--- src/rtl/day_of_year_seq.sv ---
// Sequential day-of-year calculator: checks a (month, day, leap) request when it is
// accepted, then adds one month length per cycle through a single shared adder.
module day_of_year_seq #(
    parameter bit LEAP_EN = 1'b1  // 0: February is always 28 days
) (
    input  logic       clk,
    input  logic       rst_n,
    input  logic       clear_i,
    input  logic       start_valid_i,
    output logic       start_ready_o,
    input  logic [3:0] month_i,
    input  logic [5:0] day_of_month_i,
    input  logic       leap_year_i,
    output logic       result_valid_o,
    input  logic       result_ready_i,
    output logic [8:0] day_of_year_o,
    output logic       error_o,
    output logic [1:0] err_code_o
);

    localparam logic [1:0] StIdle  = 2'd0;
    localparam logic [1:0] StAccum = 2'd1;
    localparam logic [1:0] StDone  = 2'd2;

    localparam logic [1:0] ErrNone  = 2'b00;
    localparam logic [1:0] ErrMonth = 2'b01;
    localparam logic [1:0] ErrDay   = 2'b10;

    logic [1:0] state_q, state_d;
    logic [8:0] acc_q, acc_d;
    logic [3:0] idx_q, idx_d;
    logic [3:0] month_q, month_d;
    logic       leap_q, leap_d;
    logic [8:0] doy_q, doy_d;
    logic       error_q, error_d;
    logic [1:0] err_code_q, err_code_d;

    function automatic logic [8:0] month_len(input logic [3:0] m, input logic leap);
        case (m)
            4'd2:                      month_len = (LEAP_EN && leap) ? 9'd29 : 9'd28;
            4'd4, 4'd6, 4'd9, 4'd11:   month_len = 9'd30;
            default:                   month_len = 9'd31;
        endcase
    endfunction

    // Next-state: validate at the start handshake, accumulate in ACCUM, hold in DONE.
    always_comb begin
        state_d    = state_q;
        acc_d      = acc_q;
        idx_d      = idx_q;
        month_d    = month_q;
        leap_d     = leap_q;
        doy_d      = doy_q;
        error_d    = error_q;
        err_code_d = err_code_q;

        case (state_q)
            StIdle: begin
                if (start_valid_i) begin
                    month_d    = month_i;
                    leap_d     = leap_year_i;
                    doy_d      = 9'd0;
                    error_d    = 1'b0;
                    err_code_d = ErrNone;
                    if (month_i == 4'd0 || month_i > 4'd12) begin
                        state_d    = StDone;
                        error_d    = 1'b1;
                        err_code_d = ErrMonth;
                    end else if (day_of_month_i == 6'd0 ||
                                 {3'd0, day_of_month_i} > month_len(month_i, leap_year_i)) begin
                        state_d    = StDone;
                        error_d    = 1'b1;
                        err_code_d = ErrDay;
                    end else begin
                        acc_d = {3'd0, day_of_month_i};
                        idx_d = 4'd1;
                        if (month_i == 4'd1) begin
                            state_d = StDone;
                            doy_d   = {3'd0, day_of_month_i};
                        end else begin
                            state_d = StAccum;
                        end
                    end
                end
            end
            StAccum: begin
                acc_d = acc_q + month_len(idx_q, leap_q);
                idx_d = idx_q + 4'd1;
                // Last full month before the requested one has just been added.
                if (idx_d == month_q) begin
                    state_d = StDone;
                    doy_d   = acc_d;
                end
            end
            StDone: begin
                if (result_ready_i) begin
                    state_d = StIdle;
                end
            end
            default: state_d = StIdle;
        endcase

        // Abort overrides any handshake in the same cycle.
        if (clear_i) begin
            state_d    = StIdle;
            doy_d      = 9'd0;
            error_d    = 1'b0;
            err_code_d = ErrNone;
        end
    end

    // State and result registers with asynchronous reset.
    always_ff @(posedge clk or negedge rst_n) begin
        if (!rst_n) begin
            state_q    <= StIdle;
            acc_q      <= 9'd0;
            idx_q      <= 4'd0;
            month_q    <= 4'd0;
            leap_q     <= 1'b0;
            doy_q      <= 9'd0;
            error_q    <= 1'b0;
            err_code_q <= ErrNone;
        end else begin
            state_q    <= state_d;
            acc_q      <= acc_d;
            idx_q      <= idx_d;
            month_q    <= month_d;
            leap_q     <= leap_d;
            doy_q      <= doy_d;
            error_q    <= error_d;
            err_code_q <= err_code_d;
        end
    end

    assign start_ready_o  = (state_q == StIdle);
    assign result_valid_o = (state_q == StDone);
    assign day_of_year_o  = doy_q;
    assign error_o        = error_q;
    assign err_code_o     = err_code_q;

endmodule

--- config.mk ---
export PLATFORM = sky130hd
export DESIGN_NAME = day_of_year_seq
export DESIGN_NICKNAME = d
export VERILOG_FILES = /design/src/rtl/day_of_year_seq.sv
export SDC_FILE = /design/constraint.sdc
export NUM_CORES = 1
export LEC_CHECK = 0
export CAP_MARGIN = 5
export CORE_UTILIZATION = 49
export DETAILED_ROUTE_END_ITERATION = 10
export GPL_TIMING_DRIVEN = 1
export HOLD_SLACK_MARGIN = 0.03
export PLACE_DENSITY_LB_ADDON = 0.1
export SYNTH_ARGS = -nofsm -noshare
export SYNTH_HDL_FRONTEND = slang
export SYNTH_SLANG_ARGS = --single-unit
--- constraint.sdc ---
create_clock -name clk -period 2.95 [get_ports clk]
set_input_delay 0.4425 -clock clk [delete_from_list [all_inputs] [get_ports clk]]
set_output_delay 0.4425 -clock clk [all_outputs]
set_load 0.01 [all_outputs]
* Word level (Yosys, flattened, before mapping)
Index checks and enable logic that the tools add are counted.
** Word-level totals
- Output and inout bits :: 14
- Input port bits :: 16
- Word-level logic and storage cells :: 89
- Flip-flop bits (word level) :: 32
** Cells by class
- Equal/unequal tests :: 20
- Reductions and logical operators :: 16
- Mux-type cells :: 41
- Order comparisons :: 2
- $add $sub $neg :: 2
** Operators by type and width (number)
- $mux W9 :: 10
- $pmux W9 S2 :: 2
- $mux W2 :: 12
- $mux W6 :: 3
- $eq A4 B3 Y1 const B :: 4
- $eq A4 B4 Y1 const B :: 4
- $mux W4 :: 3
- $add A9 B9 Y9 :: 1
- $gt A6 B9 Y1 :: 1
- $eq A4 B2 Y1 const B :: 2
- $pmux W2 S2 :: 2
- $pmux W4 S2 :: 1
- $reduce_or A4 Y1 :: 2
- $mux W1 :: 7
- $logic_not A6 Y1 :: 1
- $ne A2 B2 Y1 const B :: 3
- $ne A3 B3 Y1 const B :: 2
- $pmux W2 S3 :: 1
- $reduce_and A3 Y1 :: 2
- $reduce_bool A2 Y1 :: 3
- $add A4 B1 Y4 const B :: 1
- $eq A4 B1 Y1 const B :: 1
- $eq A4 B4 Y1 :: 1
- $gt A4 B4 Y1 const B :: 1
- other kinds (9) :: 11

* Logic depth before layout (Yosys ltp)
Gate-level depths: netlist (run 1).
- Depth after elaboration :: 13
- Gate-level depth with buffers :: 14
- Depth with buffers taken out :: 13

* Worst setup path after synthesis (run 1)
OpenSTA, ideal clock, no wires.
- Path kind :: reg-to-reg
- Start point :: reg idx_q[0]
- End point :: reg doy_q[8], in the netlist day_of_year_o[8]
- Stages on the path, launching flop included :: 15
- Path buffers :: 1
- Library setup time :: 0.128 ns
- Path slack :: 0.205 ns
- Period minus slack after synthesis :: 2.745 ns
- Required time :: 2.822 ns
- Data arrival time :: 2.617 ns
- Cell sequence :: dfrtp_1 -> inv_1 -> ha_1 -> o21ai_0 -> o21ai_0 -> o21ai_0 -> ha_1 -> inv_1 -> fa_1 -> or3b_1 -> clkbuf_1 -> o2111ai_1 -> xnor2_1 -> nor3_1 -> mux2_1
** On the way
- Cells in the longest elaborated chain, start to end :: 8
- Elaborated cells on any way between the ends :: 16
- Classes of those cells :: 2 x add/sub; 7 x eq/ne; 5 x mux; 2 x reduce/logical
** RTL lines
- start: declaration :: RTL line 31 : logic [3:0] idx_q, idx_d;
- start signal: assignment :: RTL line 126 : idx_q <= idx_d;
- $eq A4 B3 Y1 / $eq A4 B4 Y1 (equally long branches) :: RTL line 39 : case (m)
- $reduce_or A4 Y1 :: RTL line 39
- $pmux W2 S2 :: RTL line 39
- $mux W9 :: RTL line 57 : case (state_q)
- $add A9 B9 Y9 :: RTL line 87 : acc_d = acc_q + month_len(idx_q, leap_q);
- $mux W9 :: RTL line 90 : if (idx_d == month_q) begin
- $pmux W9 S2 :: RTL line 57
- $mux W9 :: RTL line 104 : if (clear_i) begin
- end signal: assignment :: RTL line 129 : doy_q <= doy_d;
- end: declaration :: RTL line 34 : logic [8:0] doy_q, doy_d;
Parallel ways exist; a longest one is shown, timed or not. The select of a mux whose other input is x is not followed.
A chain may end at the register's enable or synchronous reset.

* Final worst setup path (run 1)
Ends and elaborated chain as after synthesis.

==> results of run 1 <==
-- kinds of logic after synthesis --
group	Yosys count	synth area share [%]
AOI/OAI and AO/OA	46	17.1
xor gates and xnor gates	13	5.94
adders and majority gates	9	6.27
buffers and inverters	21	4.64
DFF	32	41.8
muxes	10	5.88
and+or+nand+nor	72	18.4
-- layout by cell type (no fill, tap or decap), types with 2 or more instances in the layout --
master	synthesis	final
sky130_fd_sc_hd__xor2_1	6	6
sky130_fd_sc_hd__nor3_1	10	10
sky130_fd_sc_hd__clkbuf_8	0	6
sky130_fd_sc_hd__a21oi_1	9	9
sky130_fd_sc_hd__mux2_1	5	5
sky130_fd_sc_hd__a22o_1	4	4
sky130_fd_sc_hd__clkdlybuf4s50_1	0	29
sky130_fd_sc_hd__nor4_1	2	2
sky130_fd_sc_hd__clkinv_2	0	2
sky130_fd_sc_hd__nand3_1	7	7
sky130_fd_sc_hd__ha_1	8	8
sky130_fd_sc_hd__inv_1	12	12
sky130_fd_sc_hd__mux2_2	5	5
sky130_fd_sc_hd__nor3b_1	3	3
sky130_fd_sc_hd__buf_4	0	13
sky130_fd_sc_hd__nand2_1	19	19
sky130_fd_sc_hd__a31oi_1	4	4
sky130_fd_sc_hd__xnor2_1	7	7
sky130_fd_sc_hd__nor2b_1	4	4
sky130_fd_sc_hd__o211ai_1	2	2
sky130_fd_sc_hd__o221ai_1	2	2
sky130_fd_sc_hd__o22ai_1	5	5
sky130_fd_sc_hd__nand2b_1	2	2
sky130_fd_sc_hd__o21ai_0	6	5
sky130_fd_sc_hd__nor2_1	17	17
sky130_fd_sc_hd__o31ai_1	2	2
sky130_fd_sc_hd__dfrtp_1	32	31
-- sequential cells by signal, summed over array words and instances, names as in the netlist --
name,count
state_q,2
idx_q,4
day_of_year_o,9
leap_q,1
acc_q,9
err_code_o,2
month_q,4
error_o,1
-- critical path, cell delays in order, from the launching register on --
cell and delay (ns):
sky130_fd_sc_hd__dfrtp_2 0.40, sky130_fd_sc_hd__inv_1 0.07, sky130_fd_sc_hd__ha_1 0.20, sky130_fd_sc_hd__o21ai_0 0.13, sky130_fd_sc_hd__o21ai_0 0.10, sky130_fd_sc_hd__o21ai_1 0.13, sky130_fd_sc_hd__ha_1 0.18, sky130_fd_sc_hd__inv_1 0.06
sky130_fd_sc_hd__fa_1 0.40, sky130_fd_sc_hd__or3b_4 0.29, sky130_fd_sc_hd__o2111ai_1 0.12, sky130_fd_sc_hd__xnor2_1 0.24, sky130_fd_sc_hd__nor3_1 0.06, sky130_fd_sc_hd__mux2_1 0.30
-- synthesized netlist by cell type, drive strengths merged (4+ instances only) --
master,n
xor2,6
o21ai,7
dfrtp,32
nand3,7
xnor2,7
clkbuf,6
nor3,10
inv,12
nand2,19
nor2,17
a31oi,4
mux2,10
a22o,4
ha,8
o22ai,5
nor2b,4
a21oi,10
-- what timing repair did --
action	in CTS	in global routing
setup buffers	0	1
gates resized for setup	0	4
endpoints found under the setup margin	0	2
-- how the worst min path moves through the flow --
| stage | start | cells past startpoint | endpoint |
|---|---|---|---|
| after detailed placement | day_of_year_o[3] | 1 | day_of_year_o[3] |
| after global routing | day_of_year_o[6] | 1 | day_of_year_o[6] |
| after floorplan | rst_n | 0 | acc_q[0] |
| final | day_of_year_o[3] | 1 | day_of_year_o[3] |
| after global placement | day_of_year_o[6] | 1 | day_of_year_o[6] |
| after CTS | day_of_year_o[3] | 1 | day_of_year_o[3] |
-- per-layer routing --
metal / vias to the layer above / track usage, % / routed length [microns]
met3: 8 / 4.40 / 221
met2: 58 / 38.4 / 2120
met4: 0 / 7.78 / 78
li1: 803 / - / -
met1: 795 / 30.4 / 2000
met5: - / 0 / 0
-- power groups by stage --
| stage | clock [mW] | combinational (mW) | sequential (mW) |
|---|---|---|---|
| floorplan | 0 | 0.554 | 0.662 |
| global placement | 0 | 0.748 | 0.681 |
| detailed placement | 0 | 0.772 | 0.691 |
| CTS | 0.363 | 0.776 | 0.682 |
| global route | 0.373 | 0.895 | 0.707 |
| finish | 0.350 | 0.793 | 0.689 |
-- layout make-up --
class                      count  share of cell area [%]
timing repair buffer          42                    16.0
tap                           48                    2.48
sequential                    32                    33.1
inverter                      12                    1.86
clock inverter                 2                   0.414
clock buffer                   6                    3.41
multi-input combinational    150                    42.7
==> reports/summary.md, run 1 <==
## Layout
- **antenna cells** 0
- **area taken by multi-input logic gates** 1030 sq um
- **area growth from synthesis to layout** 26.3%
- **layout cells sized above 1** 13.5%
- **Filler cells** 306
- **core occupancy in the finished layout** 65.1%
- **layout net count** 268
- **non-filler cells, final** 292
- **Post-Layout Inst Area** 2420 sq um
- **register cell area after layout** 802 sq um

## Global route
- **overall fraction of global-route tracks in use** 23.2%
- **number of global-route vias before repair** 1583
- **initial antenna violation count** 0
- **Overflow after GRT** 0
- **wire length of the first global-routing pass** 7340 microns
- **pin count of the biggest net entering global routing** 33

## Power
- **switching power share of the total** 38.8%
- **internal power** 1.12 mW
- **power per standard cell area** 757 nW/um^2
- **total power consumption of the routed design** 1.83 mW
- **net load switching power** 0.710 mW
- **maximum vdd drop** 0.495 mV
- **relative contribution of sequential cells to total power** 37.6%
- **clock group share of total power** 19.1%
- **leakage component of the power** 1.05 nW
- **Logic pwr share** 43.3%

## Placement
- **count of placed standard cells including taps** 283
- **Port Buffer Count** 29
- **Placed Instance Area** 2310 sq um
- **half-perimeter wire length of the detailed placement result** 3250 microns
- **routability congestion estimate from global placement** 0.847
- **Post-Place Worst Slack** -0.0278 ns

## Timing
- **Clock Skews** 0.00775 ns
- **share of the clock period used by the worst path after layout** 94.6%
- **total of endpoints with negative setup slack in the final report** 0
- **relative slew slack** 55.0%
- **timing-limited maximum frequency** 0.358 GHz
- **setup TNS after final layout** 0 ns
- **PnR worst setup slack** 0.160 ns
- **Final Max Tran Viols** 0
- **actual slew at the worst max-slew pin** 0.672 ns
- **final worst path period need** 2.79 ns
- **RSZ-0062 raised after global routing** yes
- **worst hold margin** 0.494 ns
- **number of endpoints with negative hold slack in the final report** 0

## Synthesis
- **number of cells produced by synthesis** 203
- **proportion of netlist area held by the largest area contributor** 41.8%
- **Mapped Avg Cell Area** 9.44 sq um
- **sequential-to-total area share from yosys stat** 41.8%
- **YS warnings** 0
- **Netlist cell types** 47
- **share of flip-flops with an asynchronous set or reset after synthesis** 100%
- **Synth Flop Type** sky130_fd_sc_hd__dfrtp_1
- **flops & latches, synth** 32
- **number of synthesized flops with an enable pin** 0
- **synthesized area** 1920 sq um
- **top cells by area, synth** sky130_fd_sc_hd__dfrtp_1 (42%), sky130_fd_sc_hd__ha_1 (5.2%), sky130_fd_sc_hd__nand2_1 (3.7%), sky130_fd_sc_hd__nor2_1 (3.3%), sky130_fd_sc_hd__xnor2_1 (3.2%)
- **Net Count, Synth** 228
- **area leader, netlist** sky130_fd_sc_hd__dfrtp_1

## Die
- **core footprint** 3720 sq um
- **initial standard-cell utilization of the core** 51.5%
- **standard-cell row count** 22
- **number of ports placed on the die boundary** 30
- **Die Area** 4160 sq um
- **overall die width** 64.5 microns
- **height of the die** 64.5 microns

## Routing
- **post-DR wirelength/cell** 15.1 microns
- **mean number of vias per cell** 5.70
- **number of remaining DRC errors** 0
- **Antenna Nets Post-Route** 0
- **total number of vias** 1664
- **count of TritonRoute iterations in the first routing pass** 5
- **drt total wl** 4410 microns
- **iteration-0 DRC count of the detailed router** 72

## Setup path
- **CP Data Required Time** 3.12 ns
- **largest fanout on the critical path** 5
- **CP startpoint** idx_q[0]
- **Critical path destination** day_of_year_o[8]
- **depth of the worst register-to-register path** 13
- **slack of the worst reg-to-reg path** 0.16 ns
- **arrival time reported for the critical path endpoint** 2.96 ns
- **capture instance of the worst register-to-register path** day_of_year_o[8]
- **crit end category** flop
- **crit path launch type** flop
- **startpoint of the worst register-to-register path** idx_q[0]
- **category of the critical setup timing path** flop to flop

## Clocking
- **number of clock sinks seen by CTS** 32
- **post-CTS clock slew at the launch and capture registers of the worst setup and hold paths** 0.07 ns
- **clock latency on the worst-skew pair** 0.29 ns
- **total of hold buffers inserted after clock tree synthesis** 0
- **Max clock buf depth** 2
- **Num CTS Buffers** 5
- **clock tree from TritonCTS** built
- **CTS H-Tree Depth** 2
- **CTS root buf** sky130_fd_sc_hd__clkbuf_8

## Job
- **Max Cap Viol** 0

## Min path
- **class of the tightest hold or removal check** flop to flop

## Outcome
- **outcome** completed

(Power assumes the default switching activity.)
==> run 2, diff against run 1 <==
--- a/config.mk
+++ b/config.mk
@@ -6,7 +6,7 @@
 export NUM_CORES = 1
 export LEC_CHECK = 0
 export CAP_MARGIN = 5
-export CORE_UTILIZATION = 49
+export CORE_UTILIZATION = 50
 export DETAILED_ROUTE_END_ITERATION = 10
 export GPL_TIMING_DRIVEN = 1
 export HOLD_SLACK_MARGIN = 0.03
==> run 2 against run 1 <==
Net effect: power increased by 0.51%; sequential power about the same; critical path depth unchanged; combinational power increased by 5.9%; cell count increased by 0.34%; clock skew about the same; clock-buffer cell count unchanged; final area increased by 0.36%; core utilization increased by 1.2 points; flip-flop and latch count unchanged; setup slack got worse by 0.018 ns; largest power group unchanged.
==> reports/summary.md, run 2 (synthesis results as in run 1) <==
## Setup path
- **crit path launch type** flop
- **arrival time reported for the critical path endpoint** 2.97 ns
- **slack of the worst reg-to-reg path** 0.14 ns
- **largest fanout on the critical path** 4
- **crit end category** flop
- **category of the critical setup timing path** flop to flop
- **CP Data Required Time** 3.11 ns

## Layout
- **layout net count** 270
- **area taken by multi-input logic gates** 1040 sq um
- **commonest non-fill, non-tap cell in the layout** sky130_fd_sc_hd__dfrtp_1
- **Filler cells** 304
- **area growth from synthesis to layout** 26.8%
- **antenna cells** 0
- **most frequent cells in the layout** sky130_fd_sc_hd__dfrtp_1 (31), sky130_fd_sc_hd__clkdlybuf4s50_1 (29), sky130_fd_sc_hd__nand2_1 (19), sky130_fd_sc_hd__nor2_1 (17), sky130_fd_sc_hd__buf_4 (15)
- **register cell area after layout** 802 sq um
- **layout cells sized above 1** 14.3%

## Timing
- **relative slew slack** 54.7%
- **share of the clock period used by the worst path after layout** 95.2%
- **final worst path period need** 2.81 ns
- **Final Max Tran Viols** 0
- **number of endpoints with negative hold slack in the final report** 0
- **total of endpoints with negative setup slack in the final report** 0
- **actual slew at the worst max-slew pin** 0.680 ns
- **setup TNS after final layout** 0 ns
- **PnR worst setup slack** 0.143 ns
- **Clock Skews** 0.00737 ns
- **timing-limited maximum frequency** 0.356 GHz

## Die
- **standard-cell row count** 22
- **initial standard-cell utilization of the core** 52.3%
- **overall die width** 63.9 microns
- **number of ports placed on the die boundary** 30
- **Die Area** 4080 sq um
- **height of the die** 63.9 microns
- **core footprint** 3660 sq um

## Min path
- **class of the tightest hold or removal check** flop to flop

## Clocking
- **post-CTS clock slew at the launch and capture registers of the worst setup and hold paths** 0.07 ns
- **clock latency on the worst-skew pair** 0.29 ns
- **number of clock sinks seen by CTS** 32
- **CTS H-Tree Depth** 2
- **Max clock buf depth** 2
- **CTS root buf** sky130_fd_sc_hd__clkbuf_8
- **total of hold buffers inserted after clock tree synthesis** 0
- **clock tree from TritonCTS** built
- **Num CTS Buffers** 5

## Global route
- **Overflow after GRT** 0
- **wire length of the first global-routing pass** 7320 microns
- **initial antenna violation count** 0
- **number of global-route vias before repair** 1591
- **pin count of the biggest net entering global routing** 33
- **overall fraction of global-route tracks in use** 23.8%

## Power
- **leakage component of the power** 1.04 nW
- **power per standard cell area** 758 nW/um^2
- **total power consumption of the routed design** 1.84 mW
- **maximum vdd drop** 0.504 mV

## Routing
- **metal1 wirelength** 1860 microns
- **Antenna Nets Post-Route** 0
- **total number of vias** 1632
- **Top Layer Used** met4
- **routed wire length on met2** 2150 microns
- **drt total wl** 4290 microns
- **count of TritonRoute iterations in the first routing pass** 4
- **met3 wire length** 185 microns
- **mean number of vias per cell** 5.57
- **number of remaining DRC errors** 0
- **iteration-0 DRC count of the detailed router** 109
- **post-DR wirelength/cell** 14.6 microns

## Placement
- **Post-Place Worst Slack** 0.0577 ns
- **half-perimeter wire length of the detailed placement result** 3210 microns
- **routability congestion estimate from global placement** 0.888
- **Port Buffer Count** 29

## Job
- **Max Cap Viol** 0

## Outcome
- **outcome** completed

run 2: cell types whose count changed in the layout (fill, tap and decap cells not counted):
cell / previous run / this run
sky130_fd_sc_hd__clkbuf_8: 6 / 5
sky130_fd_sc_hd__clkinv_2: 2 / 1
sky130_fd_sc_hd__o2111ai_2: 0 / 1
sky130_fd_sc_hd__fa_2: 0 / 1
sky130_fd_sc_hd__fa_1: 1 / 0
sky130_fd_sc_hd__clkbuf_1: 0 / 1
sky130_fd_sc_hd__buf_4: 13 / 15
sky130_fd_sc_hd__o2111ai_1: 1 / 0
run 2: metal layers:
metal	global-route usage [%]	up-vias
met5	0	-
met4	10.5	0
met3	5.36	11
met2	38.7	44
met1	30.1	769
li1	-	808
run 2: metrics by stage:
| stage | instance area, sq um | instances | util [%] | hold WS [ns] |
|---|---|---|---|---|
| 2_1_floorplan | 1920 | 203 | - | 0.147 |
| 3_3_place_gp | 2300 | 282 | 63.0 | 0.474 |
| 3_5_place_dp | 2300 | 282 | 63.0 | 0.487 |
| 4_1_cts | 2380 | 289 | 65.1 | 0.500 |
| 5_1_grt | 2430 | 293 | 66.3 | 0.521 |
| 6_report | 2430 | 293 | 66.3 | 0.492 |
run 2: where the power goes:
group | internal [mW] | total (mW) | switching, mW
clock | 0.160 | 0.313 | 0.153
sequential | 0.554 | 0.689 | 0.135
combinational | 0.412 | 0.840 | 0.428
run 2: final timing paths:
path,from,endpoint,depth (start not counted)
setup reg to reg,idx_q[0],day_of_year_o[8],13
max in group asynchronous,rst_n,idx_q[0],2
hold / removal,day_of_year_o[7],day_of_year_o[7],1
hold reg to reg,day_of_year_o[7],day_of_year_o[7],1
setup / recovery,idx_q[0],day_of_year_o[8],13
min in group asynchronous,rst_n,acc_q[3],2
run 2: repair_timing:
item	in CTS	in global routing
setup buffers	0	4
endpoints found under the setup margin	0	3
resized for setup	0	6
run 2: final cells by class:
cell class	count	area share [%]
multi-input cells	150	42.9
flip-flops and latches	32	33.0
repair buffers	44	16.6
clock buffers	6	2.99
well taps	48	2.47
inverters	12	1.85
clock inverters	1	0.206
run 2: critical path, stage by stage (launching register included):
cell and delay [ns]:
sky130_fd_sc_hd__dfrtp_2 0.43, sky130_fd_sc_hd__buf_4 0.14, sky130_fd_sc_hd__ha_1 0.25, sky130_fd_sc_hd__nor2_1 0.10, sky130_fd_sc_hd__o21ai_0 0.08, sky130_fd_sc_hd__o21ai_1 0.09, sky130_fd_sc_hd__ha_1 0.17, sky130_fd_sc_hd__inv_1 0.06
sky130_fd_sc_hd__fa_2 0.36, sky130_fd_sc_hd__or3b_4 0.27, sky130_fd_sc_hd__o2111ai_2 0.11, sky130_fd_sc_hd__xnor2_1 0.24, sky130_fd_sc_hd__nor3_1 0.07, sky130_fd_sc_hd__mux2_1 0.30
==> run 3, diff against run 2 <==
--- a/config.mk
+++ b/config.mk
@@ -9,7 +9,7 @@
 export CORE_UTILIZATION = 50
 export DETAILED_ROUTE_END_ITERATION = 10
 export GPL_TIMING_DRIVEN = 1
-export HOLD_SLACK_MARGIN = 0.03
+export HOLD_SLACK_MARGIN = 0.1
 export PLACE_DENSITY_LB_ADDON = 0.1
 export SYNTH_ARGS = -nofsm -noshare
 export SYNTH_HDL_FRONTEND = slang
==> results of run 3 <==
The final DEF is identical to that of run 2; final timing and power are the same.
